`config.mk`:
```
export PLATFORM = sky130hd
export DESIGN_NAME = dcache_port_arbiter_flat
export DESIGN_NICKNAME = d
export VERILOG_FILES = /design/src/rtl/dcache_port_if.sv /design/src/rtl/dcache_port_arbiter.sv /design/src/flat_wrapper.sv
export SDC_FILE = /design/constraint.sdc
export NUM_CORES = 1
export LEC_CHECK = 0
export BUFFER_PORTS_ARGS = -buffer_cell sky130_fd_sc_hd__buf_2
export CAP_MARGIN = 5
export CORE_MARGIN = 2
export CORE_UTILIZATION = 25
export CTS_BUF_LIST = sky130_fd_sc_hd__clkbuf_16
export DETAILED_ROUTE_END_ITERATION = 10
export PLACE_DENSITY_LB_ADDON = 0.05
export SYNTH_ARGS = -nofsm -noshare
export SYNTH_HDL_FRONTEND = slang
export SYNTH_SLANG_ARGS = --single-unit
```
`constraint.sdc`:
```
create_clock -name clk -period 1.5 [get_ports clk]
set_input_delay 0.15 -clock clk [delete_from_list [all_inputs] [get_ports clk]]
set_output_delay 0.15 -clock clk [all_outputs]
set_load 0.01 [all_outputs]
```
`src/rtl/dcache_port_if.sv`:
```
// Data-cache port bundle shared by the port arbiter and its environment.
//
// Groups the load-queue request, the store-queue request, the cache
// request/response channel and the completion outputs of the arbiter.
//   master : arbiter view (drives grants, cache request, completions, busy)
//   slave  : environment view (drives queue requests and cache responses)
interface dcache_port_if #(
    parameter int ADDR_WIDTH = 32,
    parameter int DATA_WIDTH = 32,
    parameter int ID_WIDTH   = 6
);
    // Load-queue head
    logic                  ld_req_valid;
    logic [ADDR_WIDTH-1:0] ld_req_addr;
    logic [ID_WIDTH-1:0]   ld_req_id;
    logic                  ld_grant;
    // Store-queue commit head
    logic                  st_req_valid;
    logic [ADDR_WIDTH-1:0] st_req_addr;
    logic [DATA_WIDTH-1:0] st_req_data;
    logic                  st_grant;
    // Cache request / response
    logic                  dc_req_valid;
    logic                  dc_req_write;
    logic [ADDR_WIDTH-1:0] dc_req_addr;
    logic [DATA_WIDTH-1:0] dc_req_data;
    logic                  dc_ready;
    logic                  dc_resp_valid;
    logic [DATA_WIDTH-1:0] dc_resp_data;
    // Completions and status
    logic                  ld_done;
    logic [DATA_WIDTH-1:0] ld_done_data;
    logic [ID_WIDTH-1:0]   ld_done_id;
    logic                  st_done;
    logic                  busy;

    modport master (
        input  ld_req_valid, ld_req_addr, ld_req_id,
        input  st_req_valid, st_req_addr, st_req_data,
        input  dc_ready, dc_resp_valid, dc_resp_data,
        output ld_grant, st_grant,
        output dc_req_valid, dc_req_write, dc_req_addr, dc_req_data,
        output ld_done, ld_done_data, ld_done_id, st_done, busy
    );

    modport slave (
        output ld_req_valid, ld_req_addr, ld_req_id,
        output st_req_valid, st_req_addr, st_req_data,
        output dc_ready, dc_resp_valid, dc_resp_data,
        input  ld_grant, st_grant,
        input  dc_req_valid, dc_req_write, dc_req_addr, dc_req_data,
        input  ld_done, ld_done_data, ld_done_id, st_done, busy
    );
endinterface

```
`src/rtl/dcache_port_arbiter.sv`:
```
// Data-cache port arbiter.
//
// Shares a single cache port between the load-queue head (speculative loads)
// and the store-queue commit head (retired stores), with one access
// outstanding at a time. Loads are preferred unless a store has been passed
// over STARVE_LIMIT times in a row. Loads in flight during a branch
// misprediction are dropped silently; committed stores always complete.
//
// Ports:
//   clk, rst_n   : clock, asynchronous active-low reset
//   branch_miss  : single-cycle misprediction flush
//   port         : dcache_port_if.master (queue requests/grants, cache
//                  request/response, ld_done/st_done completions, busy)
module dcache_port_arbiter #(
    parameter int ADDR_WIDTH   = 32,
    parameter int DATA_WIDTH   = 32,
    parameter int ID_WIDTH     = 6,
    parameter int STARVE_LIMIT = 4
) (
    input  logic          clk,
    input  logic          rst_n,
    input  logic          branch_miss,
    dcache_port_if.master port
);

    typedef enum logic [1:0] {
        IDLE = 2'd0,
        REQ  = 2'd1,
        WAIT = 2'd2
    } state_t;

    localparam logic [3:0] STARVE_MAX = 4'(STARVE_LIMIT);

    state_t                state_r;
    state_t                state_n;
    logic [3:0]            starve_cnt_r;
    logic [3:0]            starve_cnt_n;
    logic                  squash_r;
    logic                  squash_n;

    logic                  ld_elig_s;
    logic                  st_elig_s;
    logic                  ld_grant_s;
    logic                  st_grant_s;
    logic                  resp_ld_s;
    logic                  resp_st_s;

    logic                  op_write_r;
    logic [ADDR_WIDTH-1:0] addr_r;
    logic [DATA_WIDTH-1:0] data_r;
    logic [ID_WIDTH-1:0]   id_r;
    logic                  dc_req_valid_r;
    logic                  busy_r;
    logic                  ld_done_r;
    logic [DATA_WIDTH-1:0] ld_done_data_r;
    logic [ID_WIDTH-1:0]   ld_done_id_r;
    logic                  st_done_r;

    // A load on a mispredicted path must not start, even at the flush cycle.
    assign ld_elig_s = port.ld_req_valid && !branch_miss;
    assign st_elig_s = port.st_req_valid;

    // Arbitration: only in IDLE, at most one grant, store wins once starved.
    always_comb begin
        ld_grant_s = 1'b0;
        st_grant_s = 1'b0;
        if (state_r == IDLE) begin
            if (ld_elig_s && st_elig_s) begin
                if (starve_cnt_r >= STARVE_MAX) begin
                    st_grant_s = 1'b1;
                end else begin
                    ld_grant_s = 1'b1;
                end
            end else if (ld_elig_s) begin
                ld_grant_s = 1'b1;
            end else if (st_elig_s) begin
                st_grant_s = 1'b1;
            end else begin
                ld_grant_s = 1'b0;
                st_grant_s = 1'b0;
            end
        end else begin
            ld_grant_s = 1'b0;
            st_grant_s = 1'b0;
        end
    end

    // Store aging: counts loads that jumped ahead of a waiting store.
    always_comb begin
        starve_cnt_n = starve_cnt_r;
        if (st_grant_s) begin
            starve_cnt_n = 4'd0;
        end else if (ld_grant_s && port.st_req_valid && (starve_cnt_r < STARVE_MAX)) begin
            starve_cnt_n = starve_cnt_r + 4'd1;
        end else begin
            starve_cnt_n = starve_cnt_r;
        end
    end

    // Next-state, squash tracking and completion decode.
    always_comb begin
        state_n   = state_r;
        squash_n  = squash_r;
        resp_ld_s = 1'b0;
        resp_st_s = 1'b0;
        case (state_r)
            IDLE: begin
                squash_n = 1'b0;
                if (ld_grant_s || st_grant_s) begin
                    state_n = REQ;
                end else begin
                    state_n = IDLE;
                end
            end
            REQ: begin
                if (port.dc_ready) begin
                    state_n = WAIT;
                    // Accepted in the flush cycle: let it finish, drop result.
                    if (!op_write_r && branch_miss) begin
                        squash_n = 1'b1;
                    end else begin
                        squash_n = squash_r;
                    end
                end else if (!op_write_r && branch_miss) begin
                    // Not yet accepted: withdraw the load outright.
                    state_n = IDLE;
                end else begin
                    state_n = REQ;
                end
            end
            WAIT: begin
                if (port.dc_resp_valid) begin
                    state_n  = IDLE;
                    squash_n = 1'b0;
                    if (op_write_r) begin
                        resp_st_s = 1'b1;
                    end else if (!squash_r && !branch_miss) begin
                        resp_ld_s = 1'b1;
                    end else begin
                        resp_ld_s = 1'b0;
                    end
                end else if (!op_write_r && branch_miss) begin
                    squash_n = 1'b1;
                end else begin
                    squash_n = squash_r;
                end
            end
            default: begin
                state_n  = IDLE;
                squash_n = 1'b0;
            end
        endcase
    end

    // State, aging counter and squash flag registers.
    always_ff @(posedge clk or negedge rst_n) begin
        if (!rst_n) begin
            state_r      <= IDLE;
            starve_cnt_r <= 4'd0;
            squash_r     <= 1'b0;
        end else begin
            state_r      <= state_n;
            starve_cnt_r <= starve_cnt_n;
            squash_r     <= squash_n;
        end
    end

    // Request capture on grant; fields stay stable until the next grant.
    always_ff @(posedge clk or negedge rst_n) begin
        if (!rst_n) begin
            op_write_r <= 1'b0;
            addr_r     <= '0;
            data_r     <= '0;
            id_r       <= '0;
        end else if (st_grant_s) begin
            op_write_r <= 1'b1;
            addr_r     <= port.st_req_addr;
            data_r     <= port.st_req_data;
            id_r       <= '0;
        end else if (ld_grant_s) begin
            op_write_r <= 1'b0;
            addr_r     <= port.ld_req_addr;
            data_r     <= '0;
            id_r       <= port.ld_req_id;
        end
    end

    // Registered status and completion outputs.
    always_ff @(posedge clk or negedge rst_n) begin
        if (!rst_n) begin
            dc_req_valid_r <= 1'b0;
            busy_r         <= 1'b0;
            ld_done_r      <= 1'b0;
            ld_done_data_r <= '0;
            ld_done_id_r   <= '0;
            st_done_r      <= 1'b0;
        end else begin
            dc_req_valid_r <= (state_n == REQ);
            busy_r         <= (state_n != IDLE);
            ld_done_r      <= resp_ld_s;
            st_done_r      <= resp_st_s;
            if (resp_ld_s) begin
                ld_done_data_r <= port.dc_resp_data;
                ld_done_id_r   <= id_r;
            end
        end
    end

    assign port.ld_grant     = ld_grant_s;
    assign port.st_grant     = st_grant_s;
    assign port.dc_req_valid = dc_req_valid_r;
    assign port.dc_req_write = op_write_r;
    assign port.dc_req_addr  = addr_r;
    assign port.dc_req_data  = data_r;
    assign port.ld_done      = ld_done_r;
    assign port.ld_done_data = ld_done_data_r;
    assign port.ld_done_id   = ld_done_id_r;
    assign port.st_done      = st_done_r;
    assign port.busy         = busy_r;

endmodule

```
`src/flat_wrapper.sv`:
```
// flat-port wrapper written by rule: the top's interface ports become plain ports
module dcache_port_arbiter_flat 
#(
    parameter int ADDR_WIDTH   = 32,
    parameter int DATA_WIDTH   = 32,
    parameter int ID_WIDTH     = 6,
    parameter int STARVE_LIMIT = 4
)
  (clk, rst_n, branch_miss, port_ld_req_valid, port_ld_req_addr, port_ld_req_id, port_st_req_valid, port_st_req_addr, port_st_req_data, port_dc_ready, port_dc_resp_valid, port_dc_resp_data, port_ld_grant, port_st_grant, port_dc_req_valid, port_dc_req_write, port_dc_req_addr, port_dc_req_data, port_ld_done, port_ld_done_data, port_ld_done_id, port_st_done, port_busy);
  dcache_port_if #(.ADDR_WIDTH(ADDR_WIDTH), .DATA_WIDTH(DATA_WIDTH), .ID_WIDTH(ID_WIDTH)) port_i ();
  input  logic clk;
  input  logic rst_n;
  input  logic branch_miss;
  input wire logic [$bits(port_i.ld_req_valid)-1:0] port_ld_req_valid;
  input wire logic [$bits(port_i.ld_req_addr)-1:0] port_ld_req_addr;
  input wire logic [$bits(port_i.ld_req_id)-1:0] port_ld_req_id;
  input wire logic [$bits(port_i.st_req_valid)-1:0] port_st_req_valid;
  input wire logic [$bits(port_i.st_req_addr)-1:0] port_st_req_addr;
  input wire logic [$bits(port_i.st_req_data)-1:0] port_st_req_data;
  input wire logic [$bits(port_i.dc_ready)-1:0] port_dc_ready;
  input wire logic [$bits(port_i.dc_resp_valid)-1:0] port_dc_resp_valid;
  input wire logic [$bits(port_i.dc_resp_data)-1:0] port_dc_resp_data;
  output wire logic [$bits(port_i.ld_grant)-1:0] port_ld_grant;
  output wire logic [$bits(port_i.st_grant)-1:0] port_st_grant;
  output wire logic [$bits(port_i.dc_req_valid)-1:0] port_dc_req_valid;
  output wire logic [$bits(port_i.dc_req_write)-1:0] port_dc_req_write;
  output wire logic [$bits(port_i.dc_req_addr)-1:0] port_dc_req_addr;
  output wire logic [$bits(port_i.dc_req_data)-1:0] port_dc_req_data;
  output wire logic [$bits(port_i.ld_done)-1:0] port_ld_done;
  output wire logic [$bits(port_i.ld_done_data)-1:0] port_ld_done_data;
  output wire logic [$bits(port_i.ld_done_id)-1:0] port_ld_done_id;
  output wire logic [$bits(port_i.st_done)-1:0] port_st_done;
  output wire logic [$bits(port_i.busy)-1:0] port_busy;
  assign port_i.ld_req_valid = port_ld_req_valid;
  assign port_i.ld_req_addr = port_ld_req_addr;
  assign port_i.ld_req_id = port_ld_req_id;
  assign port_i.st_req_valid = port_st_req_valid;
  assign port_i.st_req_addr = port_st_req_addr;
  assign port_i.st_req_data = port_st_req_data;
  assign port_i.dc_ready = port_dc_ready;
  assign port_i.dc_resp_valid = port_dc_resp_valid;
  assign port_i.dc_resp_data = port_dc_resp_data;
  assign port_ld_grant = port_i.ld_grant;
  assign port_st_grant = port_i.st_grant;
  assign port_dc_req_valid = port_i.dc_req_valid;
  assign port_dc_req_write = port_i.dc_req_write;
  assign port_dc_req_addr = port_i.dc_req_addr;
  assign port_dc_req_data = port_i.dc_req_data;
  assign port_ld_done = port_i.ld_done;
  assign port_ld_done_data = port_i.ld_done_data;
  assign port_ld_done_id = port_i.ld_done_id;
  assign port_st_done = port_i.st_done;
  assign port_busy = port_i.busy;
  dcache_port_arbiter #(.ADDR_WIDTH(ADDR_WIDTH), .DATA_WIDTH(DATA_WIDTH), .ID_WIDTH(ID_WIDTH), .STARVE_LIMIT(STARVE_LIMIT)) u_core (.clk(clk), .rst_n(rst_n), .branch_miss(branch_miss), .port(port_i));
endmodule
```
### Word level (Yosys, flattened, before mapping)

Index checks and enable logic that the tools add are counted.

| operators by class | value |
|---|---|
| add/sub/neg operators | 1 |
| order comparisons | 2 |
| equality and inequality tests | 4 |
| multiplexer cells | 35 |
| reductions and logical operators | 14 |

Operators with widths:

| cell | count |
|---|---|
| $mux W32 | 4 |
| $mux W1 | 23 |
| $mux W6 | 2 |
| $mux W4 | 2 |
| $logic_and A1 B1 Y1 | 6 |
| $pmux W2 S3 | 1 |
| $reduce_bool A2 Y1 | 3 |
| $add A4 B1 Y4 const B | 1 |
| $eq A2 B1 Y1 const B | 2 |
| $ge A4 B3 Y1 const B | 1 |
| $lt A4 B3 Y1 const B | 1 |
| $mux W2 | 2 |
| $logic_not A1 Y1 | 3 |
| $eq A2 B2 Y1 const B | 1 |
| $logic_not A2 Y1 | 1 |
| $ne A2 B2 Y1 const B | 1 |
| $pmux W1 S2 | 1 |
| $logic_or A1 B1 Y1 | 1 |

| word-level totals | value |
|---|---|
| flip-flop bits (word level) | 120 |
| input bits | 141 |
| word-level logic and storage cells | 69 |

### Longest topological paths before layout

Gate-level depths: netlist of the first run.

| depth | value |
|---|---|
| depth after elaboration | 9 |
| gate-level depth with buffers | 7 |

### Worst setup path after synthesis of the first run

Ideal clock, no wire load.

| timing | value |
|---|---|
| kind | register to register |
| start point | reg u_core.state_r[0] |
| end point | reg u_core.ld_done_data_r[27], in the netlist u_core.port.ld_done_data[27] |
| library setup time | 0.127 ns |
| arrival time | 1.524 ns |
| setup slack | -0.152 ns |
| stages on the path, launching flop included | 8 |
| cells stage by stage | dfrtp_1 inv_1 ha_1 nand2_1 nor4_4 buf_6 buf_6 mux2_1 |

| on the way | value |
|---|---|
| longest elaborated chain between the ends | 2 |

Ends and longest elaborated chain:

| element | RTL line | RTL |
|---|---|---|
| from (decl) | dcache_port_arbiter.sv:34 | `state_t state_r;` |
| from (signal assigned) | dcache_port_arbiter.sv:162 | `state_r <= state_n;` |
| $eq A2 B2 Y1 | dcache_port_arbiter.sv:106 | `case (state_r)` |
| $mux W1 | dcache_port_arbiter.sv:106 |  |
| named net u_core.resp_ld_s | dcache_port_arbiter.sv:45 | `logic resp_ld_s;` |
| to (signal assigned) | dcache_port_arbiter.sv:203 | `ld_done_data_r <= port.dc_resp_data;` |
| to (decl) | dcache_port_arbiter.sv:55 | `logic [DATA_WIDTH-1:0] ld_done_data_r;` |

The timed path passes the listed nets, and every way through them passes these cells.
A chain may end at the register's enable or synchronous reset.

### Worst setup path in the final report of the first run

| timing | value |
|---|---|
| start point | reg u_core.state_r[0] |
| end point | reg u_core.ld_done_data_r[12], in the netlist u_core.port.ld_done_data[12] |

| on the way | value |
|---|---|
| longest elaborated chain between the ends | 2 |

Ends and longest elaborated chain:

| element | RTL line |
|---|---|
| $eq A2 B2 Y1 | dcache_port_arbiter.sv:106 |
| $mux W1 | dcache_port_arbiter.sv:106 |

No other way between the ends.

==> flow_summary.yaml, run 1 <==
placement:
  dp.cells: 852
  port_buffers: 249
  post-dp-hpwl_mm: 9.67
  gp_congestion: 0.751
  dpl-instance-area_sq_um: 6410
synth:
  synth_area_leaders: "dfrtp_1 63%, mux2_2 6.9%, nand2_1 6.4%, a22o_1 5.9%, a22oi_1 5.2%"
  synth-simple-area-share: 0.0908
  netlist_area_sq_um: 4740
  avgSynthCellArea_sq_um: 13.0
  synth_top_area_share: 0.634
  synth.distinct_cells: 31
  synth_area_leader_cell: "dfrtp_1"
  synth_top_family_by_area: "compound AO/OA/AOI/OAI gates"
  ys_ff_latch: 120
  syn_nets: 511
  syn_inst: 365
  synth_compound_area_frac: 0.135
  synth_fa_ha_area_frac: 0.0132
  muxShareOfSynthArea: 0.0903
  seq_area_frac_synth: 0.634
  synth_xor_area_frac: 0
  ys_warn_count: 0
cells_and_area:
  antenna_cells: 0
  design_area_sq_um: 8980
  register_area_sq_um: 3000
  multi_input_area_sq_um: 1810
  area_growth_pct: 89.6
  fillers: 1717
  drive_gt1_frac: 0.481
  nets: 935
  finalNonFillerCells: 1036
global_route:
  grt_antenna_before_repair: 0
  grt_pass1_vias: 4943
  grt_max_degree: 39
  grt_overflow_total: 0
  grt_pass1_wl_mm: 24.8
  grt.total_usage: 0.160
critical_path:
  cp-end-kind: "flop"
  ff2ff_setup_slack_ns: -0.22
  slowest_delay_ns: 0.38
  path_cells: "inv_2, ha_4, nand2_4, nor4_4, buf_6, clkbuf_16, mux2_4"
  crit_fanout: 7
  slowest_stage: "dfrtp_1"
  ff2ff_path_depth: 7
  cp.arrival_ns: 2.01
  required_ns: 1.79
  cp-start-kind: "flop"
  path_class: "flop to flop"
timing:
  worst_pin_slew_ns: 0.336
  min_period_over_period: 1.15
  min_period_ns: 1.72
  setup_viol: 91
  rsz0062_at_grt: "true"
  hold_viol_final: 0
  fmax_mhz: 582
  setup_slack_ns: -0.219
  slew_viol_final: 0
  fin_skew_ns: 0.0116
  slew_headroom: 0.776
clock_tree:
  worstSkewPairLatency_ns: 0.42
  numCtsBuffers: 17
  ctsRootBufferMaster: "clkbuf_16"
  clk_path_buf_depth: 2
  cts-htree-levels: 4
  clk_pin_slew_ns: 0.06
  cts_sinks: 120
  cts_tree: "yes"
drt:
  routed_via_density: 4.39
  final_antenna_net_count: 0
  routed_wl_mm: 16.5
  drt_iter0_markers: 81
  drc: 0
  first_pass_iters: 4
  wire_per_inst_um: 15.9
  vias: 4546
power_and_ir_drop:
  combPwrFrac: 0.398
  switchingPower_mw: 5.18
  ir_drop_mv: 0.738
  switching_share: 0.332
  p_int_mw: 10.4
  p_leak_nw: 4.59
  pwr-share-seq: 0.344
  clkPwrFrac: 0.258
  p_per_area_nw_per_um2: 1730
floorplanning:
  die_h_um: 142
  core_area_sq_um: 18600
  die_w_um: 142
  rows: 50
  ios: 250
  initial_core_util: 0.254
  die_area_sq_um: 20100
min_path:
  hp-class: "input pin to flop"
  min_path_cells: 2
run:
  timing.max_cap.violations: 0
run_status:
  violations: "negative setup slack"
  outcome: "finished with violations"
## cells in the final DEF (no fill, tap or decap), types with 3 or more instances in the layout
cell / instances
o21ai_0: 3
dlygate4sd3_1: 135
clkbuf_16: 20
buf_8: 3
buf_6: 8
buf_12: 10
a22oi_1: 20
buf_16: 3
ha_1: 3
nand2_1: 79
clkinvlp_4: 5
a22oi_2: 13
buf_2: 246
clkinv_4: 3
dfrtp_1: 120
a22o_1: 32
bufbuf_16: 3
mux2_4: 34
a21oi_1: 7
mux2_2: 3
buf_4: 16
nor2_1: 3
## per-stage QoR
| stage | TNS [ns] | hold slack, ns | utilization | power [mW] | setup WS, ns |
|---|---|---|---|---|---|
| detailed placement | -10.84 | 0.0861 | 0.344 | 10.4 | -0.220 |
| finish | -11.32 | 0.0721 | 0.482 | 15.6 | -0.219 |
| global placement | -9.91 | 0.0801 | 0.344 | 10.4 | -0.203 |
| global route | -18.24 | 0.0659 | 0.482 | 16.6 | -0.258 |
| CTS | -10.29 | 0.0294 | 0.466 | 15.4 | -0.169 |
| floorplan | -2.99 | -0.146 | - | 7.95 | -0.151 |
## area by class of cell
cell class / instances / area share
multi-input cells: 221 / 0.201
inverters: 2 / 0.000836
flip-flops and latches: 120 / 0.334
clock buffers: 17 / 0.0474
repair buffers: 427 / 0.367
clock inverters: 15 / 0.0171
well taps: 234 / 0.0326
## registers in the layout, summed over array words and instances (netlist names), 2 cells and up
signal / cells
u_core.port.ld_done_id: 6
u_core.port.ld_done_data: 32
u_core.starve_cnt_r: 4
u_core.port.dc_req_data: 32
u_core.state_r: 2
u_core.port.dc_req_addr: 32
u_core.id_r: 6
## cells by family after synthesis
logic type / after synthesis
simple gates: 96
mux: 38
compound gates: 82
fa+ha+maj: 5
flops: 120
buf+inv: 24
## final timing paths
kind	startpoint	to
worst min register to register	u_core.port.ld_done_id[3]$_DFFE_PN0P_	u_core.port.ld_done_id[3]$_DFFE_PN0P_
worst min-delay path	port_dc_resp_valid	u_core.port.st_done$_DFF_PN0_
worst max register to register	u_core.state_r[0]$_DFF_PN0_	u_core.port.ld_done_data[12]$_DFFE_PN0P_
max in group asynchronous	rst_n	u_core.port.dc_req_addr[26]$_DFFE_PN0P_
worst max-delay path	u_core.state_r[0]$_DFF_PN0_	u_core.port.ld_done_data[12]$_DFFE_PN0P_
min in group asynchronous	rst_n	u_core.port.ld_done_data[26]$_DFFE_PN0P_
## cells in the mapped netlist (all sizes together)
library cell / instances
nor2b: 3
nor2: 4
nand3: 1
o221a: 1
buf: 22
nand2: 81
nor3b: 1
nor4b: 1
a22o: 32
a22oi: 33
o21ai: 4
dfrtp: 120
nand2b: 1
a31oi: 1
and3: 2
inv: 2
mux2: 38
a221oi: 1
o21a: 1
ha: 5
a21oi: 7
a21o: 1
and2: 1
o21bai: 1
nor4: 1
## per-layer routing
| layer | part of all wire | GRT usage |
|---|---|---|
| met1 | 0.43 | 0.190 |
| met2 | 0.50 | 0.272 |
| met3 | 0.056 | 0.0425 |
| met4 | 0.022 | 0.0689 |
| met5 | 0 | 0 |
## power by group through the flow
stage	sequential, mW	combinational (mW)	clock (mW)
6_report	5.36	6.20	4.02
5_1_grt	5.53	6.77	4.28
4_1_cts	5.32	5.91	4.13
3_5_place_dp	5.29	5.08	0
3_3_place_gp	5.33	5.02	0
2_1_floorplan	5.90	2.05	0
## worst max-delay path, delay by kind of cell (launching register included)
family / cells / cell delay [ns]
buffers and inverters: 3 / 0.49
DFF: 1 / 0.38
muxes: 1 / 0.30
and+or+nand+nor: 2 / 0.26
adders and majority gates: 1 / 0.15
## repair_timing
item,CTS,global route
gates resized for setup,34,50
buffers inserted,6,1
hold buffers,135,0
setup endpoints to repair,113,114
hold endpoints to repair,222,0
pin swaps,2,3
cloned,5,5
(Power assumes the default switching activity.)
==> run 2, diff against run 1 <==
Settings changed: CELL_PAD_IN_SITES_DETAIL_PLACEMENT from default to 0, CELL_PAD_IN_SITES_GLOBAL_PLACEMENT from default to 1.
==> flow_summary.yaml, run 2 (synthesized netlist as in run 1, its figures left out) <==
run_status:
  outcome: "finished with violations"
  violations: "negative setup slack"
global_route:
  grt_pass1_vias: 4950
  grt_max_degree: 44
  grt_overflow_total: 0
  grt_antenna_before_repair: 0
  grt.total_usage: 0.166
  grt_pass1_wl_mm: 25.6
timing:
  worst_pin_slew_ns: 0.424
  rsz0062_at_grt: "true"
  min_period_ns: 1.68
  fin_skew_ns: 0.00853
  slew_headroom: 0.716
  slew_viol_final: 0
  setup_viol: 89
  setup_slack_ns: -0.175
  fmax_mhz: 597
  hold_viol_final: 0
  min_period_over_period: 1.12
placement:
  dp_slack_ns: -0.201
  port_buffers: 249
  post-dp-hpwl_mm: 9.85
  dp.cells: 851
  gp_congestion: 0.737
  dpl-instance-area_sq_um: 6430
critical_path:
  cp-end-kind: "primary output"
  ff2ff_setup_slack_ns: -0.18
  cp.arrival_ns: 1.53
  crit_fanout: 4
  cp-start-kind: "flop"
  path_class: "flop to primary output"
  rr_endpoint: "u_core.port.ld_done_data[23]$_DFFE_PN0P_"
  ff2ff_path_depth: 7
  required_ns: 1.35
  r2r-start: "u_core.state_r[0]$_DFF_PN0_"
floorplanning:
  die_area_sq_um: 20100
  die_w_um: 142
  die_h_um: 142
  core_area_sq_um: 18600
  rows: 50
  ios: 250
  initial_core_util: 0.254
clock_tree:
  clk_pin_slew_ns: 0.05
  cts_tree: "yes"
  ctsRootBufferMaster: "clkbuf_16"
  cts_sinks: 120
  worstSkewPairLatency_ns: 0.42
  clk_path_buf_depth: 2
  cts-htree-levels: 4
  numCtsBuffers: 17
min_path:
  holdPathEnd: "u_core.port.st_done$_DFF_PN0_"
  min_path_cells: 2
  min_from: "port_dc_resp_valid"
  hp-class: "input pin to flop"
drt:
  wl_met3_um: 890
  drt_iter0_markers: 113
  wl_met2_mm: 8.71
  met1Wirelength_mm: 7.60
  routed_wl_mm: 17.4
  top_layer: "met4"
  drc: 0
  vias: 4631
  wire_per_inst_um: 16.8
  final_antenna_net_count: 0
  routed_via_density: 4.47
  first_pass_iters: 4
run:
  timing.max_cap.violations: 0
cells_and_area:
  design_area_sq_um: 8910
  finalNonFillerCells: 1036
  layout_common_cells: "246 x buf_2, 135 x dlygate4sd3_1, 120 x dfrtp_1, 79 x nand2_1, 32 x a22o_1"
  final_common_cell: "buf_2"
  nets: 936
  area_growth_pct: 88.0
  antenna_cells: 0
  fin_util: 0.478
  drive_gt1_frac: 0.496
power_and_ir_drop:
  p_leak_nw: 4.54
  p_per_area_nw_per_um2: 1750
  ir_drop_mv: 0.985
[run 2: power breakdown]
part	internal (mW)	switching (mW)
combinational	3.30	3.08
clock	2.38	1.48
sequential	4.60	0.770
[run 2: cell type report]
class | count | area, sq um
Multi-Input combinational cell | 222 | 1820
Fill cell | 1731 | 9730
Clock inverter | 14 | 119
Inverter | 2 | 7.51
Clock buffer | 17 | 425
Tap cell | 234 | 293
Sequential cell | 120 | 3000
Timing Repair Buffer | 427 | 3240
[run 2: worst max-delay path: stages (launching register included)]
cell     delay (ns)
dfrtp_1        0.38
inv_2          0.07
buf_6          0.09
ha_4           0.15
and3_4         0.21
buf_12         0.11
buf_6          0.09
[run 2: worst max path at each step]
stage	startpoint	end	slack, ns	depth (start not counted)
2_1_floorplan	u_core.state_r[0]$_DFF_PN0_	u_core.port.ld_done_data[27]$_DFFE_PN0P_	-0.15	7
3_3_place_gp	u_core.state_r[0]$_DFF_PN0_	u_core.port.ld_done_id[5]$_DFFE_PN0P_	-0.19	6
3_5_place_dp	u_core.state_r[0]$_DFF_PN0_	u_core.port.ld_done_id[5]$_DFFE_PN0P_	-0.20	6
4_1_cts	u_core.state_r[0]$_DFF_PN0_	port_ld_grant	-0.18	6
5_1_grt	u_core.state_r[0]$_DFF_PN0_	port_ld_grant	-0.26	6
6_report	u_core.state_r[0]$_DFF_PN0_	port_ld_grant	-0.18	6
[run 2: layer usage]
metal,track usage,up-vias
met1,0.200,2302
met4,0.0500,0
met2,0.287,146
met5,0,-
met3,0.0486,17
li1,-,2166
[run 2: through the flow]
step	TNS [ns]	hold WS, ns	total power [mW]
3_5_place_dp	-8.57	0.0635	10.4
4_1_cts	-9.60	0.0474	15.2
2_1_floorplan	-2.99	-0.146	7.95
5_1_grt	-16.07	0.0560	16.6
6_report	-7.48	0.0563	15.6
3_3_place_gp	-7.59	0.0613	10.4
[run 2: what timing repair did]
action / CTS / global route
setup buffers: 6 / 0
gates resized for setup: 34 / 32
pin swaps: 4 / 25
setup endpoints to repair: 114 / 116
endpoints found under the hold margin: 222 / 0
gates cloned: 5 / 9
hold buffers: 135 / 0
==> run 3, diff against run 2 <==
Settings changed: ABC_AREA from default to 0, CORE_ASPECT_RATIO from default to 0.75, CORE_UTILIZATION 25 to 30.
==> flow_summary.yaml, run 3 (synthesized netlist as in run 1, its figures left out) <==
timing:
  slew_headroom: 0.563
  slew_viol_final: 0
  fmax_mhz: 583
  hold_viol_final: 0
  rsz0062_at_grt: "true"
  tns_ns: -18.20
  min_period_ns: 1.72
  holdWs_ns: 0.0156
  fin_skew_ns: 0.00869
  min_period_over_period: 1.14
  worst_pin_slew_ns: 0.653
  setup_slack_ns: -0.216
  setup_viol: 115
min_path:
  hp-class: "input pin to flop"
critical_path:
  cp-end-kind: "flop"
  slowest_delay_ns: 0.38
  crit_fanout: 5
  crit_family: "buffers and inverters"
  path_buf_inv: 3
  path_class: "flop to flop"
  path_cells: "inv_2, ha_4, nand2_4, nor4_4, buf_6, buf_8, mux2_2"
  cp.arrival_ns: 2.00
  required_ns: 1.78
  cp-start-kind: "flop"
  slowest_stage: "dfrtp_1"
clock_tree:
  cts-htree-levels: 4
  worstSkewPairLatency_ns: 0.40
  numCtsBuffers: 17
  cts_tree: "yes"
  clk_pin_slew_ns: 0.05
  ctsRootBufferMaster: "clkbuf_16"
  cts_sinks: 120
  clk_path_buf_depth: 2
floorplanning:
  rows: 39
  initial_core_util: 0.309
  core_area_sq_um: 15300
  die_h_um: 113
  ios: 250
  die_w_um: 149
  die_area_sq_um: 16800
run_status:
  violations: "negative setup slack"
  outcome: "finished with violations"
global_route:
  grt_antenna_before_repair: 0
  grt_pass1_wl_mm: 24.0
  grt_max_degree: 87
  grt_pass1_vias: 4766
  grt.total_usage: 0.182
  grt_overflow_total: 0
drt:
  drt_iter0_markers: 169
  first_pass_iters: 4
  wire_per_inst_um: 17.3
  vias: 4662
  drc: 0
  final_antenna_net_count: 0
  routed_via_density: 4.57
  routed_wl_mm: 17.7
cells_and_area:
  drive_gt1_frac: 0.538
  layout_common_cells: "246 x buf_2, 133 x dlygate4sd3_1, 120 x dfrtp_1, 72 x nand2_1, 36 x mux2_4"
  area_growth_pct: 98.8
  nets: 952
  finalNonFillerCells: 1021
  antenna_cells: 0
  final_common_cell: "buf_2"
placement:
  port_buffers: 249
  gp_congestion: 0.726
  dp.cells: 816
  post-dp-hpwl_mm: 9.00
  dp_slack_ns: -0.168
power_and_ir_drop:
  p_leak_nw: 4.76
  p_per_area_nw_per_um2: 1780
  ir_drop_mv: 0.836
  power_mw: 16.7
run:
  timing.max_cap.violations: 0
## run 3: worst reg2reg max path, delay by kind of cell, from the launching register on
kind,cells,cell delay (ns)
buf+inv,3,0.43
mux,1,0.33
fa+ha+maj,1,0.15
simple gates,2,0.31
flops,1,0.38
## run 3: timing repair
| action | CTS | global route |
|---|---|---|
| setup buffers | 12 | 12 |
| gates resized for setup | 52 | 82 |
| hold endpoints to repair | 221 | 0 |
| pin swaps | 11 | 21 |
| hold buffers | 133 | 0 |
| gates cloned | 5 | 21 |
| setup endpoints to repair | 49 | 115 |
## run 3: per-stage QoR
stage | utilization | cell area [sq um]
final | 0.615 | 9420
after global routing | 0.615 | 9420
after CTS | 0.565 | 8650
after detailed placement | 0.413 | 6330
after global placement | 0.413 | 6330
after floorplan | - | 4750
## run 3: per-layer routing
| layer | share of wire | routed length [um] | GRT usage | vias up |
|---|---|---|---|---|
| li1 | - | - | - | 2184 |
| met1 | 0.45 | 8010 | 0.226 | 2288 |
| met2 | 0.48 | 8440 | 0.318 | 170 |
| met3 | 0.057 | 1010 | 0.0468 | 20 |
| met4 | 0.012 | 218 | 0.0495 | 0 |
| met5 | 0 | 0 | 0 | - |
## run 3: area by class of cell
type / instances / area [sq um]
Sequential cell: 120 / 3000
Clock inverter: 12 / 139
Fill cell: 1238 / 5900
Tap cell: 205 / 256
Inverter: 2 / 7.51
Clock buffer: 17 / 425
Multi-Input combinational cell: 222 / 2040
Timing Repair Buffer: 443 / 3550
## run 3: worst paths after layout
kind                            cells after the start  slack (ns)                                  endpoint                               start
worst max-delay path                                7       -0.22     u_core.port.ld_done_id[5]$_DFFE_PN0P_         u_core.state_r[0]$_DFF_PN0_
worst min-delay path                                2        0.02  u_core.port.ld_done_data[17]$_DFFE_PN0P_               port_dc_resp_data[17]
worst max register to register                      7       -0.22     u_core.port.ld_done_id[5]$_DFFE_PN0P_         u_core.state_r[0]$_DFF_PN0_
worst min register to register                      2        0.48        u_core.starve_cnt_r[1]$_DFFE_PN0P_  u_core.starve_cnt_r[1]$_DFFE_PN0P_
max in group asynchronous                           3        0.77   u_core.port.dc_req_addr[16]$_DFFE_PN0P_                               rst_n
min in group asynchronous                           3        0.33               u_core.state_r[1]$_DFF_PN0_                               rst_n
## run 3: power by group
part	switching, mW	internal (mW)	leakage [nW]	total, mW
clock	1.38	2.55	0.278	3.94
sequential	0.832	4.60	1.54	5.43
combinational	3.30	4.06	2.95	7.36
total	5.51	11.2	4.76	16.7
